### src/rtl/bp_be_fe_queue_adapter.sv
// FE->BE instruction queue with PC-redirect command generation.
// Define BP_FE_QUEUE_ROLLBACK_EN to keep issued entries until commit and allow rollback.
package bp_be_fe_queue_adapter_pkg;

  typedef enum logic [1:0] {
    e_bp_default_cfg = 2'd0,
    e_bp_small_cfg   = 2'd1
  } bp_params_e;

  typedef enum logic [3:0] {
    e_op_state_reset          = 4'd0,
    e_op_pc_redirection       = 4'd1,
    e_op_icache_fill_response = 4'd2,
    e_op_icache_fence         = 4'd3
  } bp_fe_command_queue_opcodes_e;

  localparam int fe_instr_width_gp    = 32;
  localparam int fe_queue_meta_width_gp = 8;
  localparam int fe_cmd_misc_width_gp = 8;

  function automatic int vaddr_width_f(bp_params_e cfg);
    return (cfg == e_bp_small_cfg) ? 32 : 39;
  endfunction

  // fe_queue packet: {pc, instr, meta}
  function automatic int fe_queue_width_f(bp_params_e cfg);
    return vaddr_width_f(cfg) + fe_instr_width_gp + fe_queue_meta_width_gp;
  endfunction

  // fe_cmd: {opcode, pc_redirect_operands{pc, misc}}
  function automatic int fe_cmd_width_f(bp_params_e cfg);
    return 4 + vaddr_width_f(cfg) + fe_cmd_misc_width_gp;
  endfunction

endpackage

module bp_be_fe_queue_adapter
  import bp_be_fe_queue_adapter_pkg::*;
#(
  parameter bp_params_e bp_params_p = e_bp_default_cfg,
  parameter int fifo_els_p = 8,
  localparam int vaddr_width_p     = vaddr_width_f(bp_params_p),
  localparam int fe_queue_width_lp = fe_queue_width_f(bp_params_p),
  localparam int fe_cmd_width_lp   = fe_cmd_width_f(bp_params_p),
  localparam int ptr_width_lp      = $clog2(fifo_els_p) + 1
) (
  input  logic                         clk_i,
  input  logic                         reset_i,
  input  logic [fe_queue_width_lp-1:0] fe_queue_i,
  input  logic                         fe_queue_v_i,
  output logic                         fe_queue_ready_o,
  output logic [fe_cmd_width_lp-1:0]   fe_cmd_o,
  output logic                         fe_cmd_v_o,
  input  logic                         fe_cmd_yumi_i,
  output logic [fe_queue_width_lp-1:0] issue_pkt_o,
  output logic                         issue_v_o,
  input  logic                         issue_yumi_i,
  input  logic                         redirect_v_i,
  input  logic [vaddr_width_p-1:0]     redirect_pc_i,
  input  logic                         commit_v_i,
  input  logic                         rollback_v_i,
  output logic [ptr_width_lp-1:0]      count_o
);

  localparam int AW = ptr_width_lp - 1;

  typedef logic [ptr_width_lp-1:0] ptr_t;
  typedef enum logic {e_run = 1'b0, e_cmd = 1'b1} state_e;

  typedef struct packed {
    logic [vaddr_width_p-1:0]        pc;
    logic [fe_cmd_misc_width_gp-1:0] misc;
  } bp_fe_cmd_pc_redirect_operands_s;

  typedef struct packed {
    bp_fe_cmd_pc_redirect_operands_s pc_redirect_operands;
  } bp_fe_cmd_operands_s;

  typedef struct packed {
    bp_fe_command_queue_opcodes_e opcode;
    bp_fe_cmd_operands_s          operands;
  } bp_fe_cmd_s;

  state_e                     r_state;
  ptr_t                       r_wptr;
  ptr_t                       r_rptr;
  ptr_t                       w_cptr;
  logic [vaddr_width_p-1:0]   r_pc;
  logic [fe_queue_width_lp-1:0] r_mem [fifo_els_p];

  logic       w_run;
  logic       w_full;
  logic       w_empty;
  logic       w_enq;
  logic       w_deq;
  bp_fe_cmd_s w_fe_cmd;

`ifdef BP_FE_QUEUE_ROLLBACK_EN
  ptr_t r_cptr;
  logic w_commit;
  assign w_cptr   = r_cptr;
  assign w_commit = commit_v_i & (r_cptr != r_rptr);
`else
  logic w_unused;
  assign w_cptr   = r_rptr;
  assign w_unused = commit_v_i ^ rollback_v_i;
`endif

  assign w_run   = (r_state == e_run);
  // Full is measured against the oldest uncommitted entry, empty against the read pointer.
  assign w_full  = (r_wptr[AW] != w_cptr[AW]) && (r_wptr[AW-1:0] == w_cptr[AW-1:0]);
  assign w_empty = (r_wptr == r_rptr);

  assign fe_queue_ready_o = w_run & ~w_full & ~reset_i;
  assign issue_v_o        = w_run & ~w_empty & ~reset_i;
  assign issue_pkt_o      = r_mem[r_rptr[AW-1:0]];
  assign w_enq            = fe_queue_v_i & fe_queue_ready_o;
  assign w_deq            = issue_yumi_i & issue_v_o;
  assign count_o          = r_wptr - w_cptr;
  assign fe_cmd_v_o       = (r_state == e_cmd);

  always_comb begin
    w_fe_cmd = '0;
    w_fe_cmd.opcode = e_op_pc_redirection;
    w_fe_cmd.operands.pc_redirect_operands.pc = r_pc;
  end
  assign fe_cmd_o = w_fe_cmd;

  always_ff @(posedge clk_i) begin
    if (w_enq) r_mem[r_wptr[AW-1:0]] <= fe_queue_i;
  end

  always_ff @(posedge clk_i or posedge reset_i) begin
    if (reset_i) begin
      r_state <= e_run;
      r_wptr  <= '0;
      r_rptr  <= '0;
      r_pc    <= '0;
`ifdef BP_FE_QUEUE_ROLLBACK_EN
      r_cptr  <= '0;
`endif
    end else begin
      case (r_state)
        e_run: begin
          if (redirect_v_i) begin
            r_pc    <= redirect_pc_i;
            r_wptr  <= '0;
            r_rptr  <= '0;
`ifdef BP_FE_QUEUE_ROLLBACK_EN
            r_cptr  <= '0;
`endif
            r_state <= e_cmd;
          end else begin
            if (w_enq) r_wptr <= r_wptr + ptr_t'(1);
`ifdef BP_FE_QUEUE_ROLLBACK_EN
            if (w_commit) r_cptr <= r_cptr + ptr_t'(1);
            // Rollback lands on the commit pointer as it will be after this edge.
            if (rollback_v_i) r_rptr <= w_commit ? (r_cptr + ptr_t'(1)) : r_cptr;
            else if (w_deq)   r_rptr <= r_rptr + ptr_t'(1);
`else
            if (w_deq) r_rptr <= r_rptr + ptr_t'(1);
`endif
          end
        end
        e_cmd: begin
          if (redirect_v_i)       r_pc    <= redirect_pc_i;
          else if (fe_cmd_yumi_i) r_state <= e_run;
        end
        default: r_state <= e_run;
      endcase
    end
  end

endmodule

### config.mk
export PLATFORM = sky130hd
export DESIGN_NAME = bp_be_fe_queue_adapter
export DESIGN_NICKNAME = d
export VERILOG_FILES = /design/src/rtl/bp_be_fe_queue_adapter.sv
export SDC_FILE = /design/constraint.sdc
export NUM_CORES = 1
export LEC_CHECK = 0
export ABC_AREA = 1
export BUFFER_PORTS_ARGS = -buffer_cell sky130_fd_sc_hd__buf_4
export CAP_MARGIN = 40
export CORE_MARGIN = 2
export CORE_UTILIZATION = 46
export DETAILED_ROUTE_END_ITERATION = 10
export PLACE_DENSITY = 0.76
export SYNTH_ARGS = -nofsm -noshare
export SYNTH_HDL_FRONTEND = slang
export SYNTH_SLANG_ARGS = --single-unit
### constraint.sdc
create_clock -name clk_i -period 10.8 [get_ports clk_i]
set_input_delay 2.16 -clock clk_i [delete_from_list [all_inputs] [get_ports clk_i]]
set_output_delay 2.16 -clock clk_i [all_outputs]
set_load 0.01 [all_outputs]
==> summary.txt <==
Min-Delay Path Class -> flip-flop to flip-flop
Avg Inst Size Synth -> 12.8 um2
Clk Latency, worst-skew pair -> 0.60 ns
CP top delay family -> buffers and inverters
RSZ-0062 raised after global routing -> no
Core area -> 56600 um2
Crit path kind -> flip-flop to output port
Layout cells sized above 1 -> 16.6%
Rel. slew slack -> 38.3%
# fillers -> 4526
Drt pass-1 iters -> 5
Leading area contributor after synthesis -> edfxtp_1
Routed wire length -> 63100 um
Critical Path Start Type -> flip-flop
Worst VDD drop -> 0.142 mV
H-tree depth -> 3
Simple-gate share of the synthesized area -> 10.5%
Grt ovf -> 0
Area occupied by multi-input gates -> 5600 um2
Data arrival, critical path -> 3.64 ns
CTS tree -> built
Crit share post-route -> 53.7%
Clock Skew -> 0.0177 ns
Clock Sinks -> 680
Worst-margin pin slew -> 0.926 ns
Sequential Area -> 20200 um2
Final Cell Area -> 31200 um2
CP max FO -> 97
Post-CTS Resized -> 0
Most common cell on crit path -> buf_4
Top_reg_cell synth -> edfxtp_1
CTS clock-pin slew for the worst setup and hold paths -> 0.06 ns
CP endpoint kind -> output port
Cell Pwr Density -> 177 nW/um2
Worst hold margin -> 0.473 ns
I/O pin cnt -> 263
RD Place Congestion -> 0.881
CP max-delay cell -> dfrtp_4
Setup Viol. Count Final -> 0
CTS Buffer Depth -> 3
Drt via density -> 5.55
Initial antenna violation count -> 0
Clk root buf -> clkbuf_16
Synth area leaders -> edfxtp_1 (72%), o21ai_0 (6.0%), nand2_1 (5.5%)
Drc violations -> 0
Maximum clock frequency -> 172 MHz
Compound-Gate Fraction of Synth Area -> 9.83%
Synth Cell Area -> 26400 um2
Min Tclk post-route -> 5.80 ns
Diode count -> 0
Leakage power -> 0.0114 uW
Post-route ant nets -> 0
Max incr delay on CP -> 0.78 ns
Yosys warning count -> 0
Post-synth cell types -> 25
Number of synthesized flops with an enable pin -> 632
Post-synth top cells -> edfxtp_1 (632), nand2_1 (386), nor2_1 (329)
Setup TNS -> 0 ns
Most numerous cell in the Yosys netlist -> edfxtp_1
PnR Total Power -> 5510 uW
Hpwl dp -> 33800 um
Die Ht -> 244 um
Yosys reg bits -> 680
Gr usage total -> 20.8%
Die area -> 59300 um2
Fin cells -> 3093
XOR/XNOR Fraction of Synth Area -> 0.199%
Synth top area share -> 71.9%
Run status -> finished, final reports clean
P&R area growth vs syn -> 18.1%
Chip Width -> 244 um
First-pass GRT wire length -> 95600 um
Final hold vios -> 0
Setup Buffers After CTS -> 0
FFs w/ async S/R, synth -> 7.06%
Origin of the worst min-delay path -> r_pc[34]
Hold Buf Count CTS -> 0
Nets -> 2415
Starting Density -> 46.7%
CTS Buf Count -> 70
Cell count after synthesis -> 2064
Worst reg2reg startpoint -> r_rptr[1]
IO Port Bufs -> 248
Vias in the first global route -> 16853
Placed insts -> 2967
Register area share after synthesis -> 76.4%
Max-cap violation count -> 0
Fin. max-slew vios -> 0
Rows -> 87
Largest net degree at the start of global routing -> 137
Crit path buffers/inverters -> 4
Largest family of logic cells by synthesized area -> simple AND/OR/NAND/NOR gates
Critical Path Start -> r_rptr[0]
Crit path cell chain -> buf_4, buf_4, buf_16, o21ai_0, o22ai_1, nand2_1, nand2_1, buf_4
DR vias -> 17170
Placement Cell Area -> 29000 um2
DR WL/cell -> 20.4 um
Worst path required time -> 8.64 ns
Multiplexer share of the synthesized area -> 0%
DRT iter0 DRCs -> 1490
Post-synthesis adder-cell area fraction -> 0.313%
## registers in the layout, indices dropped and copies added, names as in the netlist
signal	flops
fe_cmd_v_o	1
r_mem	632
r_pc	39
r_rptr	4
r_wptr	4
## per-stage QoR
step                setup slack (ns)  util [%]
global route                    4.78      55.1
global placement                5.36      51.0
finish                          5.00      55.1
detailed placement              5.66      51.3
CTS                             5.03      55.1
floorplan                       1.95         -
## cell usage in the layout, fill, tap and decap left out, drive strengths merged
cell      netlist  layout
nor2          329     329
ha              5       5
xnor2           3       3
inv            14      17
dfrtp          48      48
a21oi           3       3
nand2         386     386
conb            2      12
edfxtp        632     632
clkbuf         91      86
o22ai         158     158
fa              1       1
nand4           2       2
buf            52     280
xor2            3       3
nor3            4       4
o21ai         318     318
bufinv          0       4
clkinvlp        0       3
clkinv          2      32
nand3          11      11
## logic make-up (layout without fill, tap and decap cells)
| kind of cell | after synthesis | after routing |
|---|---|---|
| AND/OR/NAND/NOR | 732 | 732 |
| flip-flops | 680 | 680 |
| AO/OA/AOI/OAI | 479 | 479 |
| buffers and inverters | 159 | 422 |
| adder cells (fa/ha/maj) | 6 | 6 |
| XOR/XNOR | 6 | 6 |
| other | 2 | 12 |
## final cells by class
class,instances,share of cell area [%]
multi-input combinational,1235,17.9
tap,756,3.03
timing repair buffer,280,7.12
sequential,680,64.7
clock inverter,40,1.02
clock buffer,86,5.94
inverter,16,0.225
## power by group
| part | leakage, uW | total, uW | switching (uW) | internal [uW] |
|---|---|---|---|---|
| logic | 0.00405 | 288 | 173 | 115 |
| registers | 0.00628 | 2920 | 18.4 | 2910 |
| clock network | 0.00105 | 2300 | 976 | 1320 |
## worst paths after layout
| path | endpoint | slack (ns) | cells after the start |
|---|---|---|---|
| max | issue_pkt_o[41] | 5.00 | 8 |
| min | r_pc[34] | 0.47 | 2 |
| max reg2reg | r_mem[6][5] | 6.03 | 10 |
| min reg2reg | r_pc[34] | 0.47 | 2 |
| max in group asynchronous | r_pc[3] | 8.54 | 3 |
| min in group asynchronous | r_rptr[0] | 1.50 | 2 |
## metal layers
layer | global-route usage (%) | wire length [um] | up-vias
met5 | 0 | 0 | -
met4 | 6.67 | 1440 | 0
met3 | 3.68 | 4240 | 109
met2 | 35.5 | 32000 | 658
met1 | 27.3 | 25400 | 8563
li1 | - | - | 7840
## worst reg2reg max path, stage by stage (launching register included)
cell and delay, ns:
dfrtp_4 0.99, inv_4 0.43, buf_16 0.32, ha_1 0.34, nand2_1 0.08, nor2_1 0.07, a21oi_1 0.25, nand3_1 0.34
nor3_2 0.19, buf_4 0.72, buf_4 0.66
Power figures use the tool's default switching activity.
